$ cat src/rtl/rio_uart_bridge.sv
// ----------------------------------------------------------------------------
// rio_uart_bridge
//
// Host-side UART bridge for the prelude core's register I/O port. Bytes the
// core writes to rio_out are serialized onto uart_tx (8N1, LSB first). Bytes
// arriving on uart_rx are deserialized into rio_in for the core to read.
//
// Parameters
//   CLKS_PER_BIT  clock cycles per UART bit (>= 4, even)
//
// Ports
//   clk           system clock, rising edge
//   rst           asynchronous active-high reset
//   rio_out[7:0]  byte from the core's I/O output register
//   rio_wr        one-cycle write strobe, rio_out valid this cycle
//   rio_in[7:0]   last good received byte
//   rx_valid      unread byte present in rio_in
//   rx_ack        one-cycle strobe, core consumed rio_in
//   uart_rx       serial input (asynchronous to clk)
//   uart_tx       serial output, idle high
//   tx_busy       shifter or holding register occupied
//   tx_overrun    sticky, a write was dropped
//   rx_overrun    sticky, a byte arrived while rx_valid was set
//   rx_frame_err  one-cycle pulse, stop bit sampled low
// ----------------------------------------------------------------------------
module rio_uart_bridge #(
    parameter int unsigned CLKS_PER_BIT = 234
) (
    input  logic       clk,
    input  logic       rst,
    input  logic [7:0] rio_out,
    input  logic       rio_wr,
    output logic [7:0] rio_in,
    output logic       rx_valid,
    input  logic       rx_ack,
    input  logic       uart_rx,
    output logic       uart_tx,
    output logic       tx_busy,
    output logic       tx_overrun,
    output logic       rx_overrun,
    output logic       rx_frame_err
);

    localparam int unsigned CW = (CLKS_PER_BIT > 1) ? $clog2(CLKS_PER_BIT) : 1;
    localparam logic [CW-1:0] BIT_LAST  = CW'(CLKS_PER_BIT - 1);
    localparam logic [CW-1:0] HALF_LAST = CW'(CLKS_PER_BIT / 2 - 1);

    typedef enum logic [1:0] {
        TX_IDLE,
        TX_START,
        TX_DATA,
        TX_STOP
    } tx_state_t;

    typedef enum logic [2:0] {
        RX_IDLE,
        RX_START_CHK,
        RX_DATA,
        RX_STOP,
        RX_BREAK
    } rx_state_t;

    // ------------------------------------------------------------------------
    // TX path
    // ------------------------------------------------------------------------
    tx_state_t     tx_state_q, tx_state_d;
    logic [CW-1:0] tx_cnt_q, tx_cnt_d;
    logic [2:0]    tx_bit_q, tx_bit_d;
    logic [7:0]    tx_shift_q, tx_shift_d;
    logic [7:0]    tx_hold_q, tx_hold_d;
    logic          tx_hold_full_q, tx_hold_full_d;
    logic          tx_ovr_q, tx_ovr_d;
    logic          tx_tick;
    logic          tx_stop_end;

    assign tx_tick     = (tx_cnt_q == BIT_LAST);
    assign tx_stop_end = (tx_state_q == TX_STOP) && tx_tick;

    always_comb begin
        tx_state_d     = tx_state_q;
        tx_cnt_d       = tx_cnt_q;
        tx_bit_d       = tx_bit_q;
        tx_shift_d     = tx_shift_q;
        tx_hold_d      = tx_hold_q;
        tx_hold_full_d = tx_hold_full_q;
        tx_ovr_d       = tx_ovr_q;

        case (tx_state_q)
            TX_IDLE: begin
                if (rio_wr) begin
                    tx_shift_d = rio_out;
                    tx_cnt_d   = '0;
                    tx_state_d = TX_START;
                end
            end
            TX_START: begin
                if (tx_tick) begin
                    tx_cnt_d   = '0;
                    tx_bit_d   = '0;
                    tx_state_d = TX_DATA;
                end else begin
                    tx_cnt_d = tx_cnt_q + 1'b1;
                end
            end
            TX_DATA: begin
                if (tx_tick) begin
                    tx_cnt_d   = '0;
                    tx_shift_d = {1'b0, tx_shift_q[7:1]};
                    if (tx_bit_q == 3'd7) begin
                        tx_state_d = TX_STOP;
                    end else begin
                        tx_bit_d = tx_bit_q + 3'd1;
                    end
                end else begin
                    tx_cnt_d = tx_cnt_q + 1'b1;
                end
            end
            TX_STOP: begin
                if (tx_tick) begin
                    tx_cnt_d = '0;
                    if (tx_hold_full_q) begin
                        tx_shift_d     = tx_hold_q;
                        tx_hold_full_d = 1'b0;
                        tx_state_d     = TX_START;
                    end else begin
                        tx_state_d = TX_IDLE;
                    end
                end else begin
                    tx_cnt_d = tx_cnt_q + 1'b1;
                end
            end
            default: tx_state_d = TX_IDLE;
        endcase

        // Writes while busy. On the final stop cycle a slot is freed in the
        // same cycle: with an empty holding register the write goes straight
        // into the shifter (zero gap); with a full one it refills the holding
        // register as its old byte moves into the shifter.
        if (rio_wr && (tx_state_q != TX_IDLE)) begin
            if (tx_stop_end && !tx_hold_full_q) begin
                tx_shift_d = rio_out;
                tx_state_d = TX_START;
            end else if (!tx_hold_full_q || tx_stop_end) begin
                tx_hold_d      = rio_out;
                tx_hold_full_d = 1'b1;
            end else begin
                tx_ovr_d = 1'b1;
            end
        end
    end

    always_ff @(posedge clk or posedge rst) begin
        if (rst) begin
            tx_state_q     <= TX_IDLE;
            tx_cnt_q       <= '0;
            tx_bit_q       <= '0;
            tx_shift_q     <= '0;
            tx_hold_q      <= '0;
            tx_hold_full_q <= 1'b0;
            tx_ovr_q       <= 1'b0;
        end else begin
            tx_state_q     <= tx_state_d;
            tx_cnt_q       <= tx_cnt_d;
            tx_bit_q       <= tx_bit_d;
            tx_shift_q     <= tx_shift_d;
            tx_hold_q      <= tx_hold_d;
            tx_hold_full_q <= tx_hold_full_d;
            tx_ovr_q       <= tx_ovr_d;
        end
    end

    // Line level is decoded from state so reset forces it high immediately.
    always_comb begin
        uart_tx = 1'b1;
        if (tx_state_q == TX_START) begin
            uart_tx = 1'b0;
        end else if (tx_state_q == TX_DATA) begin
            uart_tx = tx_shift_q[0];
        end
    end

    assign tx_busy    = (tx_state_q != TX_IDLE) || tx_hold_full_q;
    assign tx_overrun = tx_ovr_q;

    // ------------------------------------------------------------------------
    // RX path
    // ------------------------------------------------------------------------
    logic          rx_meta_q, rx_sync_q;
    rx_state_t     rx_state_q, rx_state_d;
    logic [CW-1:0] rx_cnt_q, rx_cnt_d;
    logic [2:0]    rx_bit_q, rx_bit_d;
    logic [7:0]    rx_shift_q, rx_shift_d;
    logic [7:0]    rio_in_q, rio_in_d;
    logic          rx_valid_q, rx_valid_d;
    logic          rx_ovr_q, rx_ovr_d;
    logic          rx_ferr_q, rx_ferr_d;
    logic          rx_good;
    logic          rx_tick;

    assign rx_tick = (rx_cnt_q == BIT_LAST);

    always_comb begin
        rx_state_d = rx_state_q;
        rx_cnt_d   = rx_cnt_q;
        rx_bit_d   = rx_bit_q;
        rx_shift_d = rx_shift_q;
        rio_in_d   = rio_in_q;
        rx_valid_d = rx_valid_q;
        rx_ovr_d   = rx_ovr_q;
        rx_ferr_d  = 1'b0;
        rx_good    = 1'b0;

        case (rx_state_q)
            RX_IDLE: begin
                if (!rx_sync_q) begin
                    rx_cnt_d   = '0;
                    rx_state_d = RX_START_CHK;
                end
            end
            RX_START_CHK: begin
                // Half-bit delay places all later samples at mid-bit.
                if (rx_cnt_q == HALF_LAST) begin
                    rx_cnt_d = '0;
                    rx_bit_d = '0;
                    rx_state_d = rx_sync_q ? RX_IDLE : RX_DATA;
                end else begin
                    rx_cnt_d = rx_cnt_q + 1'b1;
                end
            end
            RX_DATA: begin
                if (rx_tick) begin
                    rx_cnt_d   = '0;
                    rx_shift_d = {rx_sync_q, rx_shift_q[7:1]};
                    if (rx_bit_q == 3'd7) begin
                        rx_state_d = RX_STOP;
                    end else begin
                        rx_bit_d = rx_bit_q + 3'd1;
                    end
                end else begin
                    rx_cnt_d = rx_cnt_q + 1'b1;
                end
            end
            RX_STOP: begin
                if (rx_tick) begin
                    rx_cnt_d = '0;
                    if (rx_sync_q) begin
                        rx_good    = 1'b1;
                        rx_state_d = RX_IDLE;
                    end else begin
                        rx_ferr_d  = 1'b1;
                        rx_state_d = RX_BREAK;
                    end
                end else begin
                    rx_cnt_d = rx_cnt_q + 1'b1;
                end
            end
            RX_BREAK: begin
                // Hold off until the line idles so a low line is not
                // mistaken for a fresh start bit.
                if (rx_sync_q) begin
                    rx_state_d = RX_IDLE;
                end
            end
            default: rx_state_d = RX_IDLE;
        endcase

        // A byte landing together with rx_ack replaces the acked byte, so
        // rx_valid stays set and no overrun is flagged.
        if (rx_good) begin
            rio_in_d   = rx_shift_q;
            rx_valid_d = 1'b1;
            if (rx_valid_q && !rx_ack) begin
                rx_ovr_d = 1'b1;
            end
        end else if (rx_ack) begin
            rx_valid_d = 1'b0;
        end
    end

    always_ff @(posedge clk or posedge rst) begin
        if (rst) begin
            rx_meta_q  <= 1'b1;
            rx_sync_q  <= 1'b1;
            rx_state_q <= RX_IDLE;
            rx_cnt_q   <= '0;
            rx_bit_q   <= '0;
            rx_shift_q <= '0;
            rio_in_q   <= '0;
            rx_valid_q <= 1'b0;
            rx_ovr_q   <= 1'b0;
            rx_ferr_q  <= 1'b0;
        end else begin
            rx_meta_q  <= uart_rx;
            rx_sync_q  <= rx_meta_q;
            rx_state_q <= rx_state_d;
            rx_cnt_q   <= rx_cnt_d;
            rx_bit_q   <= rx_bit_d;
            rx_shift_q <= rx_shift_d;
            rio_in_q   <= rio_in_d;
            rx_valid_q <= rx_valid_d;
            rx_ovr_q   <= rx_ovr_d;
            rx_ferr_q  <= rx_ferr_d;
        end
    end

    assign rio_in       = rio_in_q;
    assign rx_valid     = rx_valid_q;
    assign rx_overrun   = rx_ovr_q;
    assign rx_frame_err = rx_ferr_q;

endmodule

$ cat config.mk
export PLATFORM = sky130hd
export DESIGN_NAME = rio_uart_bridge
export DESIGN_NICKNAME = d
export VERILOG_FILES = /design/src/rtl/rio_uart_bridge.sv
export SDC_FILE = /design/constraint.sdc
export NUM_CORES = 1
export LEC_CHECK = 0
export BUFFER_PORTS_ARGS = -buffer_cell sky130_fd_sc_hd__buf_2
export CAP_MARGIN = 20
export CORE_UTILIZATION = 32
export DETAILED_ROUTE_END_ITERATION = 8
export PLACE_DENSITY = 0.53
export SYNTH_ARGS = -nofsm -noshare
export SYNTH_HDL_FRONTEND = slang
export SYNTH_SLANG_ARGS = --single-unit
$ cat constraint.sdc
create_clock -name clk -period 5.3 [get_ports clk]
set_input_delay 1.06 -clock clk [delete_from_list [all_inputs] [get_ports clk]]
set_output_delay 1.06 -clock clk [all_outputs]
set_load 0.005 [all_outputs]
==> metrics.txt <==
status finished clean; Highest Clock Rate between 300 and 400 MHz; GRT Util Overall between 10 and 15%; I/O pin count 27; chip width about 100 µm; initial antenna violation count 0; CTS tree yes; Post-synth EDFFs 0; commonest non-fill, non-tap cells in the layout 64 x dfrtp_1, 26 x buf_2, 25 x mux2_2; H-tree depth 3; Synth cell types 57; DR vias about 2300; Max Root-Sink Buffers 2; syn_nets 322; Die Y-Extent between 100 and 150 µm; crit end category output port; HP Class flip-flop to flip-flop; commonest non-fill, non-tap cell in the layout dfrtp_1; critical path endpoint tx_busy; Synth Register Bits 66; Cells after Synth 300; Slew headroom between 40 and 50%; fin crit period roughly 2.7 ns; cell count of the worst reg-to-reg path 6; gr ovfl total 0; Vias/cell 5.01; fin nets between 300 and 400; Critical-path top delay cell dfrtp_1; max_cap viols 0; root buf cell clkbuf_8; asr flop ratio synth 100%; measured slew at the worst slew-check pin ~0.86 ns; critical path startpoint category flip-flop; CTS buffer count 9; clk sinks between 60 and 70; Row Count 36; critical path arrival about 1.7 ns; first drt pass iteration count 4; largest net degree at the start of global routing 44; DP Cell Count approximately 450; Warnings, synthesis 0; r2r endpoint rx_cnt_q[3]; average cell area after synthesis roughly 11 µm²; worst reg-to-reg setup slack approximately 3.0 ns; Initial Util approximately a third; clk_lat worst skew roughly 0.34 ns; Core Box Area 9860 µm²; Synth Flop Type dfrtp_1; max-slew violations 0; routability congestion estimate ~0.77; Non-Filler Instances about 470; DRT iter0 DRCs around 170; first-pass GRT wire length about 11 mm; CP Data Required Time between 4 and 5 ns; post-DR wirelength/cell 13.4 µm; synthesized cell area around 3300 µm²; Total Wirelength ~6.2 mm; launch point of the worst path tx_state_q[0]; Fin Setup TNS 0 ns; period utilisation layout 51.1%; Final Hold Viols 0; Leak ~1.7 nW; clk_skew 0.0104 ns; vias in the first global route around 2200; sequential area share after synthesis approximately half; Detail Placement HPWL 4.20 mm; Pwr Total around 1.3 mW; ratio of cells with drive above 1 in the final layout between 20% and 30%; hold buffer count at cts 0; Inserted Diodes 0; CP max FO 28; crit path cell chain or3_1, buf_2; RR Startpoint rx_cnt_q[1]; port buffer count 26; P&R area growth vs syn 15.3%; Post-CTS Resized 0; VDD IR-drop max between 0.1 and 0.15 mV; power per standard cell area 349 nW/µm²; final setup vio count 0; hold_ws around 0.36 ns; max incr delay on CP approximately 0.7 ns; Residual DRC 0; number of post-CTS setup repair buffers 0; CP Class flip-flop to output port; die area approximately 11000 µm²; antenna viol nets, final 0; Reg clk slew, reported paths around 0.070 ns; unrepaired setup endpoints after global routing no
how the worst min path moves through the flow:
stage	startpoint	endpoint	slack (ns)	cells after the start
floorplan	rx_meta_q	rx_sync_q	0.35	0
global placement	rx_meta_q	rx_sync_q	0.35	0
detailed placement	rx_meta_q	rx_sync_q	0.35	0
CTS	rx_meta_q	rx_sync_q	0.36	0
global route	rx_meta_q	rx_sync_q	0.36	0
finish	rx_meta_q	rx_sync_q	0.36	0
power by group:
part / internal, mW / leakage, nW / switching [mW]
clock: 0.314 / 0.117 / 0.199
combinational: 0.0838 / 0.722 / 0.0828
sequential: 0.572 / 0.856 / 0.0668
metal layers:
| layer | wire length (µm) | GRT usage (%) | part of all wire (%) |
|---|---|---|---|
| met1 | 3210 | 17.5 | 51 |
| met3 | 215 | 3.63 | 3.4 |
| met4 | 83 | 4.88 | 1.3 |
| met5 | 0 | 0 | 0 |
| met2 | 2730 | 19.6 | 44 |
final cells by class:
cell class | instances | area, µm²
Inverter | 10 | 37.5
Sequential cell | 66 | 1650
Clock buffer | 10 | 128
Tap cell | 133 | 166
Multi-Input combinational cell | 213 | 1540
Fill cell | 969 | 6080
Timing Repair Buffer | 27 | 138
Clock inverter | 6 | 115
cells in the mapped netlist (4+ instances only):
master / n / share of area, %
nand2_1: 22 / 2.5
inv_1: 10 / 1.1
mux2_2: 25 / 8.6
a221o_1: 12 / 3.7
o21ai_0: 10 / 1.5
nor3_1: 4 / 0.61
nor2b_1: 9 / 1.7
a22o_1: 4 / 1.1
ha_1: 9 / 3.4
a21oi_1: 21 / 3.2
nor2_1: 20 / 2.3
nand3_1: 8 / 1.2
clkbuf_1: 6 / 0.69
dfrtp_1: 64 / 49
kinds of logic after synthesis:
kind of cell / after synthesis / synth area share, %
flops: 66 / 50.5
compound gates: 79 / 17.9
fa+ha+maj: 9 / 3.44
mux: 28 / 9.50
simple gates: 94 / 15.3
buf+inv: 21 / 2.52
xor+xnor: 3 / 0.802
through the flow:
| stage | cell area (µm²) | util [%] | setup slack (ns) |
|---|---|---|---|
| detailed placement | 3540 | 35.9 | 2.94 |
| global route | 3780 | 38.3 | 2.47 |
| floorplan | 3280 | - | 2.59 |
| global placement | 3540 | 35.9 | 2.98 |
| CTS | 3780 | 38.3 | 2.57 |
| finish | 3780 | 38.3 | 2.59 |
registers in the layout (all words and copies together), names as in the netlist:
name	flops
rx_cnt_q	8
tx_state_q	2
rx_state_q	3
tx_cnt_q	8
tx_overrun	1
tx_hold_q	8
rio_in	8
rx_valid	1
rx_shift_q	8
tx_bit_q	3
rx_meta_q	1
rx_overrun	1
tx_shift_q	8
rx_sync_q	1
rx_bit_q	3
rx_frame_err	1
tx_hold_full_q	1
critical path: cells and delay by family (launching register included):
kind,cells,cell delay (ns)
and+or+nand+nor,1,0.48
DFF,1,0.70
buffers and inverters,1,0.13
Note: power is estimated with default switching activity, not from simulation.
